$ cat src/rtl/chrono_pkg.sv
// chrono_pkg: shared BCD time types, digit limits, run states and a counter-width helper
package chrono_pkg;
    typedef logic [3:0] bcd_t;
    typedef bcd_t [7:0] chrono_t;
    // Written from digit 7 (tens of hours) down to digit 0 (hundredths)
    localparam chrono_t DIGIT_LIMIT = {4'd9, 4'd9, 4'd5, 4'd9, 4'd5, 4'd9, 4'd9, 4'd9};
    localparam logic [0:0] ST_STOPPED = 1'b0;
    localparam logic [0:0] ST_RUNNING = 1'b1;
    // Counter width able to hold 0..n-1, never narrower than one bit
    function automatic int cnt_width(input int n);
        return (n > 1) ? $clog2(n) : 1;
    endfunction
endpackage

$ cat src/rtl/btn_conditioner.sv
// btn_conditioner: synchronise and debounce one raw button, pulse on release
// Ports: clk, rst (sync, active-high), btn (raw async), level (debounced), released (1-cycle pulse on debounced fall)
module btn_conditioner
    import chrono_pkg::*;
#(
    parameter int DEBOUNCE_CYCLES = 1_000_000
) (
    input  logic clk,
    input  logic rst,
    input  logic btn,
    output logic level,
    output logic released
);
    localparam int CW = cnt_width(DEBOUNCE_CYCLES);
    logic          r_s1;
    logic          r_s2;
    logic          r_level;
    logic          r_level_d;
    logic [CW-1:0] r_cnt;
    // The count only advances while the synchronised sample disagrees with the accepted level,
    // so any bounce back to the current level restarts the stability window.
    always_ff @(posedge clk) begin
        if (rst) begin
            r_s1      <= 1'b0;
            r_s2      <= 1'b0;
            r_level   <= 1'b0;
            r_level_d <= 1'b0;
            r_cnt     <= '0;
        end else begin
            r_s1      <= btn;
            r_s2      <= r_s1;
            r_level_d <= r_level;
            if (r_s2 == r_level) begin
                r_cnt <= '0;
            end else if (r_cnt == CW'(DEBOUNCE_CYCLES - 1)) begin
                r_level <= r_s2;
                r_cnt   <= '0;
            end else begin
                r_cnt <= r_cnt + 1'b1;
            end
        end
    end
    assign level    = r_level;
    assign released = r_level_d & ~r_level;
endmodule

$ cat src/rtl/chrono_lap_core.sv
// chrono_lap_core: stopwatch HH:MM:SS.cc with start/stop, lap freeze and clear
// Ports: clk, rst (sync, active-high), btn_start/btn_lap (raw buttons),
//        value (BCD digits, [0]=hundredths), running, frozen, overflow (sticky), ready
module chrono_lap_core
    import chrono_pkg::*;
#(
    parameter int CLK_HZ          = 100_000_000,
    parameter int TICK_HZ         = 100,
    parameter int DEBOUNCE_CYCLES = 1_000_000
) (
    input  logic    clk,
    input  logic    rst,
    input  logic    btn_start,
    input  logic    btn_lap,
    output chrono_t value,
    output logic    running,
    output logic    frozen,
    output logic    overflow,
    output logic    ready
);
    localparam int DIV   = CLK_HZ / TICK_HZ;
    localparam int PRE_W = cnt_width(DIV);

    if (CLK_HZ % TICK_HZ != 0) begin : g_bad_div
        $error("CLK_HZ must be an integer multiple of TICK_HZ");
    end
    if (DEBOUNCE_CYCLES < 1) begin : g_bad_deb
        $error("DEBOUNCE_CYCLES must be at least 1");
    end

    logic             w_start;
    logic             w_lap_raw;
    logic             w_lap;
    logic             w_run;
    logic             w_tick;
    logic             w_clear;
    logic [8:0]       w_carry;
    chrono_t          w_next;
    logic [0:0]       r_state;
    logic             r_frozen;
    logic             r_overflow;
    logic             r_ready;
    logic [PRE_W-1:0] r_pre;
    chrono_t          r_live;
    chrono_t          r_split;

    btn_conditioner #(.DEBOUNCE_CYCLES(DEBOUNCE_CYCLES)) u_btn_start (
        .clk      (clk),
        .rst      (rst),
        .btn      (btn_start),
        .level    (),
        .released (w_start)
    );
    btn_conditioner #(.DEBOUNCE_CYCLES(DEBOUNCE_CYCLES)) u_btn_lap (
        .clk      (clk),
        .rst      (rst),
        .btn      (btn_lap),
        .level    (),
        .released (w_lap_raw)
    );

    // Start wins over a coincident lap
    assign w_lap   = w_lap_raw & ~w_start;
    assign w_run   = r_state == ST_RUNNING;
    assign w_tick  = w_run && r_pre == PRE_W'(DIV - 1);
    assign w_clear = w_lap && !w_run && !r_frozen;

    // Ripple carry: a digit moves only when every lower digit sits at its limit on a tick
    assign w_carry[0] = w_tick;
    for (genvar d = 0; d < 8; d++) begin : g_dig
        logic w_lim;
        assign w_lim        = r_live[d] == DIGIT_LIMIT[d];
        assign w_carry[d+1] = w_carry[d] & w_lim;
        assign w_next[d]    = !w_carry[d] ? r_live[d] : w_lim ? bcd_t'(0) : r_live[d] + 1'b1;
    end

    always_ff @(posedge clk) begin
        if (rst) begin
            r_state    <= ST_STOPPED;
            r_frozen   <= 1'b0;
            r_overflow <= 1'b0;
            r_ready    <= 1'b0;
            r_pre      <= '0;
            r_split    <= '0;
        end else begin
            r_ready <= 1'b1;
            if (w_start) r_state <= w_run ? ST_STOPPED : ST_RUNNING;
            if (w_lap) r_frozen <= w_run ? !r_frozen : 1'b0;
            if (w_lap && w_run && !r_frozen) r_split <= r_live;
            if (w_clear) begin
                r_pre      <= '0;
                r_overflow <= 1'b0;
            end else begin
                if (w_run) r_pre <= w_tick ? '0 : r_pre + 1'b1;
                if (w_carry[8]) r_overflow <= 1'b1;
            end
        end
    end

    // Live digits are only written on a tick or a clear, so they hold otherwise
    always_ff @(posedge clk) begin
        if (rst || w_clear) r_live <= '0;
        else if (w_tick) r_live <= w_next;
    end

    assign value    = r_frozen ? r_split : r_live;
    assign running  = w_run;
    assign frozen   = r_frozen;
    assign overflow = r_overflow;
    assign ready    = r_ready;
endmodule

$ cat config.mk
export PLATFORM = sky130hd
export DESIGN_NAME = chrono_lap_core
export DESIGN_NICKNAME = d
export VERILOG_FILES = /design/src/rtl/chrono_pkg.sv /design/src/rtl/btn_conditioner.sv /design/src/rtl/chrono_lap_core.sv
export SDC_FILE = /design/constraint.sdc
export NUM_CORES = 1
export LEC_CHECK = 0
export CORE_MARGIN = 2
export CORE_UTILIZATION = 55
export DETAILED_ROUTE_END_ITERATION = 10
export GPL_TIMING_DRIVEN = 0
export PLACE_DENSITY = 0.71
export SLEW_MARGIN = 0
export SYNTH_ARGS = -nofsm -noshare
export SYNTH_HDL_FRONTEND = slang
export SYNTH_HIERARCHICAL = 1
export SYNTH_SLANG_ARGS = --single-unit
$ cat constraint.sdc
create_clock -name clk -period 3.4 [get_ports clk]
set_input_delay 0.51 -clock clk [delete_from_list [all_inputs] [get_ports clk]]
set_output_delay 0.51 -clock clk [all_outputs]
set_load 0.01 [all_outputs]
[Word-level counts from Yosys, hierarchy flattened]
Index checks and enable logic that the tools add are counted.
W data, S select, Z words.
Word-level totals
  input bits: 4
  bits in registers: 136
  logic and storage cells: 104
Operators by class
  bitwise logic cells: 16
  $add $sub $neg: 11
  multiplexer cells: 13
  reduce and logical (&&, ||, !) cells: 20
  eq/ne operators: 13
Operators by type and width (number)
  $add A20 B1 Y20 const B: 3
  $eq A20 B20 Y1 const B: 3
  $add A4 B1 Y4 const B: 8
  $mux W32: 1
  $mux W4: 8
  $eq A4 B4 Y1 const B: 6
  $mux W20: 1
  $reduce_and A2 Y1: 9
  $and A1 B1 Y1: 11
  $eq A4 B3 Y1 const B: 2
  $reduce_or A3 Y1: 2
  $logic_and A1 B1 Y1: 5
  $not A1 Y1: 5
  $mux W1: 3
  $eq A1 B1 Y1: 2
  $logic_not A1 Y1: 2
  $reduce_or A2 Y1: 1
  $logic_or A1 B1 Y1: 1

[Longest topological paths before layout]
Gate-level depths: netlist of run 1.
  depth in word-level cells: 10
  depth in mapped cells: 8

[By module]
The synthesis of run 1 kept the hierarchy.
By module, submodules not included
  chrono_lap_core: sequential area each 1761.7 µm², times used 1, cells each 511, area each 4239.1 µm²
  btn_conditioner: sequential area each 480.5 µm², times used 2, cells each 116, area each 1048.5 µm²

[Worst setup path after synthesis of run 1]
OpenSTA, ideal clock, no wires.
  path type: flip-flop to flip-flop
  start: register r_pre[6]
  end: register r_live[31] in the netlist's numbering
  path buffers: 0
  data required time: 3323 ps
  setup slack: 1276 ps
  library setup time: 77 ps
  cell stages (with the launch flop): 6
  arrival: 2047 ps
  cell sequence: dfxtp_1 > or4_4 > nor4_4 > nand4_2 > or3_1 > a41oi_2
Between the ends
  cells in the longest elaborated chain, start to end: 10
RTL lines
  start, declared: line chrono_lap_core.sv:43  | logic [PRE_W-1:0] r_pre;
  start signal, assigned: line chrono_lap_core.sv:94  | if (w_run) r_pre <= w_tick ? '0 : r_pre + 1'b1;
  $eq A20 B20 Y1 (*): line chrono_lap_core.sv:65  | assign w_tick = w_run && r_pre == PRE_W'(DIV - 1);
  $logic_and A1 B1 Y1 (*): line chrono_lap_core.sv:65
  $and A1 B1 Y1 (7 in a row): line chrono_lap_core.sv:73  | assign w_carry[d+1] = w_carry[d] & w_lim;
  $reduce_and A2 Y1 (no source line) (*)
  end signal, assigned: line chrono_lap_core.sv:103  | else if (w_tick) r_live <= w_next;
  end, declared: line chrono_lap_core.sv:44  | chrono_t r_live;
Mark *: on every way between the ends. The rest lies on a longest branch, timed or not.
A chain may end at the register's enable or synchronous reset.

==> results.yml, run 1 <==
status:
  outcome: "finished clean"
min_path:
  holdPathEnd: "u_btn_lap/r_s2$_SDFF_PP0_"
  hp-class: "flop to flop"
  hold_path_depth: 1
  min_from: "u_btn_lap/r_s1$_SDFF_PP0_"
setup_path:
  cp-start-kind: "flop"
  r2r_slack_ns: 0.75
  arrival_ns: 2.56
  critPathMaxFanout: 10
  crit_family: "buffers and inverters"
  reg2reg_from: "r_pre[0]$_SDFFE_PP0P_"
  crit_type: "flop to output pin"
  required_ns: 2.89
  crit_buf_inv: 3
  cp_slowest_cell: "buf_1"
  cp-end-kind: "output pin"
  cp_cell_sequence: "clkbuf_1, buf_1, mux2_2, clkdlybuf4s50_1"
  slowest_delay_ns: 0.55
  r2r_end: "r_pre[10]$_SDFFE_PP0P_"
  reg2reg_depth: 8
run:
  drv_cap: 0
clock_tree:
  clock_latency_ns: 0.42
  tritoncts: "built"
  cts.sinks: 136
  clock_path_buffers: 2
  cts_max_level: 4
  numCtsBuffers: 17
  path_clk_slew_ns: 0.06
  holdBufCountCts: 0
  clockRootBuffer: "clkbuf_16"
  cts_setup_buffers: 0
  ctsResizeCount: 0
die:
  rows: 39
  core_um2: 11300
  chipHeight_um: 111
  io_pins: 40
  dieArea_um2: 12400
  die_width_um: 111
  start_util_pct: 56.0
grt:
  grt_pass1_wl_um: 23800
  gr-usage-all-layers_pct: 23.6
  antenna_found_initial: 0
  grt_pass1_vias: 5156
  globalRouteOverflowTotal: 0
  grt_max_degree: 17
yosys:
  synth_flop_cell: "dfxtp_1"
  async_flop_share_pct: 0
  synthTopCellsByArea: "dfxtp_1, nand2_1, a21oi_1"
  ys_ff_latch: 136
  avgSynthCellArea_um2: 8.53
  synth.top_cell.area_share_pct: 43.0
  seq_area_frac_synth_pct: 43.0
  synth_top_area_cell: "dfxtp_1"
  syn_area_um2: 6340
  syn_inst: 743
  yosysMostFrequentCell: "dfxtp_1"
  ys.warnings.count: 6
  synth_edf_count: 0
  syn_nets: 750
  ys_types: 56
  ys_top_cells_by_count: "dfxtp_1, nand2_1, nor2_1, a21oi_1, xnor2_1"
finish:
  syn_to_final_growth_pct: 18.7
  nets: 808
  drive_gt1_share_pct: 11.2
  fill_cells: 957
  fin_area_um2: 7520
  finish.utilization_pct: 66.4
  antennaDiodeCount: 0
placed_design:
  port_buffers: 39
  dpl.hpwl_um: 9870
  gp_congestion: 0.840
  postPlaceCellArea_um2: 6910
routing:
  drt_iter0_markers: 315
  wl_per_cell_um: 15.0
  first_pass_iters: 5
  drc: 0
  viasPerCell: 5.60
  routed-via-count: 5356
  ant_nets: 0
  routed_wl_um: 14300
power:
  vdd_drop_max_v: 0.000388
  power_uw: 3530
  power.leakage_uw: 0.00249
  power.density_nw_per_um2: 469
timing:
  period_share_pct: 90.2
  fmax_ghz: 0.326
  slew_headroom_pct: 48.1
  tns_ns: 0
  worstMarginPinSlew_ns: 0.772
  finClkSkew_ns: 0.00802
  rsz0062_at_grt: "no"
  hold_ws_ns: 0.447
  setup_viol: 0
  fin_crit_ns: 3.07
  maxSlewViolCount: 0
  hold_viol: 0
-- flip-flops by register name, summed over array words and instances (netlist names), 20 cells and up --
signal / count
r_pre: 20
r_live: 32
u_btn_lap/r_cnt: 20
u_btn_start/r_cnt: 20
r_split: 32
-- cells in the final DEF, fill, tap and decap left out, types with 5 or more instances in the layout --
master / n
clkinv_4: 5
mux2i_1: 5
buf_2: 6
o31ai_1: 6
clkdlybuf4s50_1: 39
nand2_1: 111
or3_1: 23
mux2_2: 25
a21oi_1: 66
and3_1: 5
nand3_1: 23
nor2b_1: 18
and4_1: 7
inv_1: 23
xor2_1: 23
dfxtp_1: 136
or4_1: 10
clkbuf_1: 27
nand4_1: 15
xnor2_1: 29
nor3_1: 11
clkbuf_16: 17
o21ai_0: 27
nor2_1: 70
-- area by class of cell --
| type | count | area, µm² | share of cell area [%] |
|---|---|---|---|
| Inverter | 23 | 86.3 | 1.15 |
| Timing Repair Buffer | 39 | 390 | 5.19 |
| Multi-Input combinational cell | 545 | 3350 | 44.5 |
| Clock buffer | 18 | 439 | 5.84 |
| Buffer | 39 | 180 | 2.40 |
| Sequential cell | 136 | 2720 | 36.2 |
| Clock inverter | 14 | 175 | 2.33 |
| Tap cell | 143 | 179 | 2.38 |
-- stage by stage --
step / setup slack [ns] / instances
2_1_floorplan: 1.28 / 743
5_1_grt: 0.155 / 957
3_5_place_dp: 0.716 / 925
3_3_place_gp: 0.764 / 925
4_1_cts: 0.243 / 957
6_report: 0.333 / 957
-- worst max path at each step --
stage | from | end | slack [ns] | depth (start not counted)
after floorplan | r_pre[6]$_SDFFE_PP0P_ | r_live[31]$_SDFFE_PP0P_ | 1.28 | 5
after global placement | frozen$_SDFFE_PP0P_ | value[30] | 0.76 | 4
after detailed placement | frozen$_SDFFE_PP0P_ | value[9] | 0.72 | 4
after CTS | frozen$_SDFFE_PP0P_ | value[10] | 0.24 | 4
after global routing | frozen$_SDFFE_PP0P_ | value[9] | 0.15 | 4
final | frozen$_SDFFE_PP0P_ | value[30] | 0.33 | 4
-- metal layers --
metal / part of all wire [%] / wire length, µm / GRT usage [%]
met4: 1.7 / 239 / 8.89
met2: 49 / 7100 / 40.7
met5: 0 / 0 / 0
met3: 4.0 / 572 / 6.48
met1: 45 / 6430 / 28.3
-- power breakdown --
| group | switching (µW) | leakage, µW | internal (µW) |
|---|---|---|---|
| sequential | 1.66 | 0.00110 | 1600 |
| clock | 708 | 0.000292 | 1180 |
| combinational | 30.8 | 0.00110 | 12.0 |
-- kinds of logic (layout without fill, tap and decap cells) --
| kind of cell | count (synthesis) | after routing | synth area share (%) |
|---|---|---|---|
| muxes | 30 | 30 | 5.23 |
| adders and majority gates | 3 | 3 | 0.592 |
| xor gates and xnor gates | 52 | 52 | 7.19 |
| AOI/OAI and AO/OA | 111 | 111 | 9.77 |
| and+or+nand+nor | 349 | 349 | 30.0 |
| DFF | 136 | 136 | 43.0 |
| buffers and inverters | 62 | 133 | 4.21 |
Power figures use the tool's default switching activity.
==> run 2, diff against run 1 <==
- CORE_UTILIZATION: 55 -> 53
- clock period: 3.4 -> 2.61 ns (I/O delays scaled with it)
==> results.yml, run 2 (same netlist as run 1, synthesis figures left out) <==
setup_path:
  cp-start-kind: "flop"
  r2r_slack_ns: 0.09
  arrival_ns: 2.87
  crit_type: "flop to flop"
  cp-end-kind: "flop"
  critPathMaxFanout: 8
  required_ns: 2.96
  r2r_end: "r_live[25]$_SDFFE_PP0P_"
  reg2reg_depth: 5
  reg2reg_from: "r_pre[6]$_SDFFE_PP0P_"
power:
  internal_power_uw: 3820
  vdd_drop_max_v: 0.000485
  p_seq_share_pct: 44.1
  power.density_nw_per_um2: 624
  switching_share_pct: 19.2
  power.leakage_uw: 0.00254
  pwr-share-comb_pct: 1.2
  power_uw: 4730
  pwr-share-clk_pct: 54.7
  p_sw_uw: 909
routing:
  drt_iter0_markers: 280
  routed_wl_um: 14500
  wl_per_cell_um: 15.2
  viasPerCell: 5.66
  first_pass_iters: 5
  ant_nets: 0
  drc: 0
  routed-via-count: 5419
timing:
  tns_ns: 0
  hold_viol: 0
  finClkSkew_ns: 0.00752
  maxSlewViolCount: 0
  rsz0062_at_grt: "no"
  slew_headroom_pct: 50.6
  fin_crit_ns: 2.52
  fmax_ghz: 0.397
  worstMarginPinSlew_ns: 0.736
  period_share_pct: 96.6
  setup_viol: 0
  hold_ws_ns: 0.437
clock_tree:
  holdBufCountCts: 0
  path_clk_slew_ns: 0.06
  clock_latency_ns: 0.42
  cts.sinks: 136
  clockRootBuffer: "clkbuf_16"
  tritoncts: "built"
  cts_max_level: 4
  clock_path_buffers: 2
  numCtsBuffers: 17
finish:
  final_common_cell: "dfxtp_1"
  fill_cells: 945
  nets: 809
  fin_area_um2: 7570
  seq_area_um2: 2720
  syn_to_final_growth_pct: 19.5
  multiInputGateArea_um2: 3350
  drive_gt1_share_pct: 11.9
  layout_common_cells: "dfxtp_1, nand2_1, nor2_1, a21oi_1, clkdlybuf4s50_1"
  antennaDiodeCount: 0
  reg.largest.list: "r_live: 32 flops, r_split: 32 flops"
  finish.utilization_pct: 65.5
min_path:
  holdPathEnd: "u_btn_lap/r_s2$_SDFF_PP0_"
  min_from: "u_btn_lap/r_s1$_SDFF_PP0_"
  hold_path_depth: 1
  hp-class: "flop to flop"
die:
  io_pins: 40
  core_um2: 11600
  die_width_um: 113
  rows: 39
  chipHeight_um: 113
  dieArea_um2: 12800
  start_util_pct: 54.8
placed_design:
  gp_congestion: 0.827
  dpl.hpwl_um: 9890
  postPlaceCellArea_um2: 6910
  port_buffers: 39
run:
  drv_cap: 0
grt:
  globalRouteOverflowTotal: 0
  grt_pass1_wl_um: 24100
  antenna_found_initial: 0
  grt_pass1_vias: 5151
  gr-usage-all-layers_pct: 23.5
  grt_max_degree: 17
status:
  outcome: "finished clean"
-- run 2: cell count changes in the layout (fill, tap and decap cells not counted), sizes merged --
cell / change
clkinv: -3
inv: -1
clkinvlp: -3
buf: +2
clkbuf: +5
bufinv: +1
-- run 2: worst max-delay path by stage --
stage	start	end	slack, ns	cells past startpoint
after global routing	r_pre[6]$_SDFFE_PP0P_	r_live[25]$_SDFFE_PP0P_	0.02	5
after global placement	running$_SDFFE_PP0P_	r_pre[9]$_SDFFE_PP0P_	0.02	8
after detailed placement	r_pre[0]$_SDFFE_PP0P_	r_pre[18]$_SDFFE_PP0P_	-0.05	8
after floorplan	r_pre[6]$_SDFFE_PP0P_	r_live[31]$_SDFFE_PP0P_	0.49	5
final	r_pre[6]$_SDFFE_PP0P_	r_live[25]$_SDFFE_PP0P_	0.09	5
after CTS	frozen$_SDFFE_PP0P_	value[20]	0.03	3
-- run 2: timing repair --
action                                  in CTS  in global routing
cloned                                       0                  0
setup buffers                                2                  0
resized for setup                            6                  2
pin swaps                                    1                  0
endpoints found under the setup margin      41                 15
-- run 2: layout make-up --
type / instances / share of cell area, %
multi-input combinational: 545 / 44.2
sequential: 136 / 36.0
clock buffer: 24 / 6.63
timing repair buffer: 41 / 5.35
buffer: 38 / 2.46
tap: 143 / 2.36
clock inverter: 8 / 1.85
inverter: 23 / 1.14
-- run 2: critical path: stages (launching register included) --
cell     delay [ns]
dfxtp_1        0.36
or4_4          0.58
nor4_4         0.57
nand4_1        0.35
or3_1          0.44
a21oi_1        0.15
-- run 2: layer usage --
| metal | routed length [µm] | global-route usage, % | vias up |
|---|---|---|---|
| met4 | 252 | 9.84 | 0 |
| li1 | - | - | 2697 |
| met5 | 0 | 0 | - |
| met1 | 6440 | 28.2 | 2559 |
| met3 | 656 | 7.18 | 25 |
| met2 | 7190 | 39.3 | 138 |
-- run 2: metrics by stage --
stage | setup WS, ns | cells
floorplan | 0.486 | 743
global placement | 0.0182 | 925
detailed placement | -0.0520 | 925
CTS | 0.0303 | 958
global route | 0.0171 | 958
finish | 0.0880 | 958
-- run 2: power groups by stage --
stage	clock network [µW]	registers, µW	logic, µW
floorplan	0	2130	30.8
global placement	0	2130	55.2
detailed placement	0	2130	56.2
CTS	2620	2080	56.3
global route	2720	2080	60.7
finish	2590	2080	55.4
